$ cat src/rtl/ram_port_arbiter.sv
//==============================================================================
// Module   : ram_port_arbiter
// Brief    : Round-robin arbiter sharing one single-port RAM between two
//            req/ack requesters. One read or write per transaction; read data
//            is returned in a per-port holding register alongside the ack.
// Revision : 1.0 - initial release
//==============================================================================
`default_nettype none

module ram_port_arbiter #(
    parameter int ADDR_W = 5,
    parameter int DATA_W = 16,
    parameter int RD_LAT = 2
) (
    input  logic              i_CLK,
    input  logic              i_RST_N,
    input  logic              i_REQ0,
    input  logic              i_REQ1,
    input  logic              i_WE0,
    input  logic              i_WE1,
    input  logic [ADDR_W-1:0] i_ADDR0,
    input  logic [ADDR_W-1:0] i_ADDR1,
    input  logic [DATA_W-1:0] i_WDATA0,
    input  logic [DATA_W-1:0] i_WDATA1,
    output logic              o_ACK0,
    output logic              o_ACK1,
    output logic [DATA_W-1:0] o_RDATA0,
    output logic [DATA_W-1:0] o_RDATA1,
    output logic [ADDR_W-1:0] o_MEM_ADDR,
    output logic [DATA_W-1:0] o_MEM_DATA,
    output logic              o_MEM_WREN,
    output logic              o_MEM_RDEN,
    input  logic [DATA_W-1:0] i_MEM_Q,
    output logic              o_BUSY,
    output logic              o_GNT
);

    typedef enum logic [1:0] {
        S_IDLE = 2'd0,
        S_WR   = 2'd1,
        S_RD   = 2'd2,
        S_ACK  = 2'd3
    } state_t;

    // Wait-counter value on the edge that samples the RAM output (RD_LAT 1..4).
    localparam logic [1:0] c_WAIT_LAST = 2'(RD_LAT - 1);

    state_t            r_state;
    logic [1:0]        r_wait;
    // Set by the first grant after reset. Until then o_GNT (reset 0) is not a
    // real history, and a tie must go to port 0 rather than "not o_GNT".
    logic              r_gnt_valid;

    logic              w_any;
    logic              w_win;
    logic              w_we;
    logic [ADDR_W-1:0] w_addr;
    logic [DATA_W-1:0] w_wdata;

    // Winner selection: lone requester wins, a tie goes to the port not last granted.
    always_comb begin
        w_any   = i_REQ0 | i_REQ1;
        w_win   = (i_REQ0 & i_REQ1) ? (r_gnt_valid ? ~o_GNT : 1'b0) : i_REQ1;
        w_we    = w_win ? i_WE1    : i_WE0;
        w_addr  = w_win ? i_ADDR1  : i_ADDR0;
        w_wdata = w_win ? i_WDATA1 : i_WDATA0;
    end

    // Transaction FSM; every output is a register updated here.
    always_ff @(posedge i_CLK or negedge i_RST_N) begin
        if (!i_RST_N) begin
            r_state     <= S_IDLE;
            r_wait      <= 2'd0;
            r_gnt_valid <= 1'b0;
            o_ACK0      <= 1'b0;
            o_ACK1      <= 1'b0;
            o_RDATA0    <= '0;
            o_RDATA1    <= '0;
            o_MEM_ADDR  <= '0;
            o_MEM_DATA  <= '0;
            o_MEM_WREN  <= 1'b0;
            o_MEM_RDEN  <= 1'b0;
            o_BUSY      <= 1'b0;
            o_GNT       <= 1'b0;
        end else begin
            case (r_state)
                S_IDLE: begin
                    if (w_any) begin
                        o_GNT       <= w_win;
                        r_gnt_valid <= 1'b1;
                        o_MEM_ADDR  <= w_addr;
                        o_MEM_DATA  <= w_wdata;
                        o_MEM_WREN  <= w_we;
                        o_MEM_RDEN  <= ~w_we;
                        o_BUSY      <= 1'b1;
                        r_wait      <= 2'd0;
                        r_state     <= w_we ? S_WR : S_RD;
                    end
                end
                S_WR: begin
                    o_MEM_WREN <= 1'b0;
                    if (o_GNT) o_ACK1 <= 1'b1;
                    else       o_ACK0 <= 1'b1;
                    r_state <= S_ACK;
                end
                S_RD: begin
                    o_MEM_RDEN <= 1'b0;
                    if (r_wait == c_WAIT_LAST) begin
                        if (o_GNT) begin
                            o_RDATA1 <= i_MEM_Q;
                            o_ACK1   <= 1'b1;
                        end else begin
                            o_RDATA0 <= i_MEM_Q;
                            o_ACK0   <= 1'b1;
                        end
                        r_state <= S_ACK;
                    end else begin
                        r_wait <= r_wait + 2'd1;
                    end
                end
                S_ACK: begin
                    o_ACK0  <= 1'b0;
                    o_ACK1  <= 1'b0;
                    o_BUSY  <= 1'b0;
                    r_state <= S_IDLE;
                end
                default: r_state <= S_IDLE;
            endcase
        end
    end

endmodule

`default_nettype wire

$ cat config.mk
export PLATFORM = sky130hd
export DESIGN_NAME = ram_port_arbiter
export DESIGN_NICKNAME = d
export VERILOG_FILES = /design/src/rtl/ram_port_arbiter.sv
export SDC_FILE = /design/constraint.sdc
export NUM_CORES = 1
export LEC_CHECK = 0
export BUFFER_PORTS_ARGS = -buffer_cell sky130_fd_sc_hd__buf_2
export CAP_MARGIN = 10
export CORE_ASPECT_RATIO = 0.7
export CORE_MARGIN = 2
export CORE_UTILIZATION = 30
export CTS_CLUSTER_DIAMETER = 150
export DETAILED_ROUTE_END_ITERATION = 10
export GPL_TIMING_DRIVEN = 1
export PLACE_DENSITY_LB_ADDON = 0.05
export RECOVER_POWER = 25
export SLEW_MARGIN = 20
export SYNTH_ARGS = -nofsm -noshare
export SYNTH_HDL_FRONTEND = slang
export SYNTH_SLANG_ARGS = --single-unit
$ cat constraint.sdc
create_clock -name i_CLK -period 3.8 [get_ports i_CLK]
set_input_delay 0.19 -clock i_CLK [delete_from_list [all_inputs] [get_ports i_CLK]]
set_output_delay 0.19 -clock i_CLK [all_outputs]
set_load 0.1 [all_outputs]
==> flow_summary.toml <==
[die]
ios = 123
die_w_um = 119.5
num_rows = 29
start_util = 0.3086
dieArea_mm2 = 0.01013
dieHeight_um = 84.82
coreArea_mm2 = 0.009071

[cells_and_area]
drive_above_1_share = 0.4729
final_cell_mix = "buf_2 (108), dfrtp_1 (64), mux2_2 (33), nand2_1 (26), mux2i_1 (22)"
layout.nets = 417
multiInputGateArea_mm2 = 0.001112
final_common_cell = "buf_2"
fillers = 918
area_growth_syn_to_layout_pct = 35.58
antenna_cells = 0
regArea_mm2 = 0.001602

[setup_path]
r2r-end = "o_MEM_RDEN"
r2r_cells = 4
regToRegStartpoint = "o_GNT"
cp_max_fo = 34
start_kind = "input port"
cp.required_ns = 4.25
worstPathArrival_ns = 2.60
path_class = "in -> async"
rrSetupSlack_ns = 1.79
cp-end-kind = "async pin"

[sta]
setup_violations = 0
tightest_slew_ns = 1.793
final_max_slew_viol_count = 35
slew_headroom = -0.1951
finalCriticalPeriod_ns = 2.151
clock_skew_ns = 0.006344
max_clock_freq_mhz = 464.9
hold_viol = 0
fin_crit_sh = 0.5660
fin_tns_setup_ns = 0
rsz0062_at_grt = "false"

[cts]
worstSkewPairLatency_ns = 0.32
tritoncts = "yes"
h-tree-depth = 3
clock_path_buffers = 2
path_clk_slew_ns = 0.05
root_buffer = "clkbuf_16"
cts_made_buffers = 9
postCtsSetupRepairBufs = 0
clkSinkCount = 64

[drt]
drtIter0Drc = 105
vias = 2022
drt_pass1_iterations = 4
wl_per_cell_um = 13.34
viasPerCell = 4.257
drcViolationCount = 0
drtAntennaViolNets = 0
routed_wl_um = 6335

[global_routing]
grt_max_degree = 45
grt_overflow = 0
grtUsageTotal = 0.1324
grt_pass1_wl_um = 10430
antenna_found_initial = 0
grt_pass1_vias = 2077

[logic_synthesis]
yosys_warnings = 0
syn_area_mm2 = 0.002799
synth_fp_nets = 290
synth_cells = 219
avgSynthCellArea_um2 = 12.78
synth_top_area_frac = 0.5722
synth_top_cell_by_area = "dfrtp_1"
ys_types = 32
synth-seq-area-share = 0.5722
synth_area_leaders = "dfrtp_1 (57%), mux2_2 (13%), mux2i_1 (7.9%), nand2_1 (3.5%), o21ai_1 (3.4%)"
ys_ff_latch = 64

[placement]
place.gp.congestion = 0.7094
portBuffers = 122
dp.final_hpwl_um = 4590

[min_path]
worstHoldPathCells = 2
min_from = "i_MEM_Q[11]"
hp-class = "in -> reg"
worstHoldEndpoint = "o_RDATA0[11]"

[status]
status = "finished, violations left"
violations = "capacitance limit, slew limit"

[flow_run]
drv_cap = 1
[flip-flops by register name (all words and copies together) (netlist names), 2 cells and up]
name and count:
o_MEM_DATA 16, r_wait 2, r_state 2, o_RDATA1 16, o_MEM_ADDR 5, o_RDATA0 16
[worst max path at each step]
stage / startpoint / endpoint / slack (ns) / cells after the start
2_1_floorplan: o_GNT / o_MEM_RDEN / 1.74 / 4
3_3_place_gp: o_GNT / o_MEM_RDEN / 1.82 / 4
3_5_place_dp: o_GNT / o_MEM_RDEN / 1.76 / 4
4_1_cts: o_GNT / o_MEM_RDEN / 1.75 / 4
5_1_grt: i_RST_N / o_MEM_ADDR[2] / 1.24 / 3
6_report: i_RST_N / o_MEM_ADDR[2] / 1.65 / 3
[metrics by stage]
stage,utilization,area (um^2),hold slack (ns),cells,setup slack (ns)
detailed placement,0.3873,3513,0.3027,458,1.763
floorplan,-,2799,-0.1056,219,1.739
finish,0.4183,3795,0.1145,475,1.649
global route,0.4183,3795,0.1054,475,1.238
global placement,0.3873,3513,0.3038,458,1.822
CTS,0.4203,3812,0.1089,475,1.746
[per-layer routing]
metal	part of all wire	GRT usage
met5	0	0
met4	0.011	0.03850
met3	0.086	0.06384
met2	0.41	0.1829
met1	0.49	0.1840
[synthesized netlist by cell type (all sizes together)]
cell type	n
nor3b	1
o21ai	26
nor3	2
nand3	1
mux2	33
dfrtp	64
clkbuf	4
nor2b	3
nand2b	1
a21o	1
nand3b	2
o221ai	1
buf	5
a21oi	4
o31ai	3
nor2	4
a22o	2
o211ai	1
ha	7
inv	5
mux2i	22
nand2	26
o21bai	1
[critical path: stages]
cell	delay, ns
dlygate4sd3_1	0.52
clkbuf_1	1.28
buf_4	0.58
[layout make-up]
| type | instances | area share |
|---|---|---|
| Sequential cell | 64 | 0.4220 |
| Multi-Input combinational cell | 141 | 0.2931 |
| Timing Repair Buffer | 125 | 0.1629 |
| Clock buffer | 10 | 0.06034 |
| Tap cell | 124 | 0.04088 |
| Clock inverter | 6 | 0.01583 |
| Inverter | 5 | 0.004946 |
[kinds of logic after synthesis]
kind of cell / synth area share
AO/OA/AOI/OAI: 0.08628
adder cells (fa/ha/maj): 0.03129
buffers and inverters: 0.03039
flip-flops: 0.5722
multiplexers: 0.2114
AND/OR/NAND/NOR: 0.06839
[repair_timing]
item,CTS,global route
gates resized for setup,0,0
endpoints found under the hold margin,33,0
hold buffers,1,0
Power is left out: the tool's default activity adds up to more than one toggle a clock period on the data nets, which glitch-free logic cannot reach.
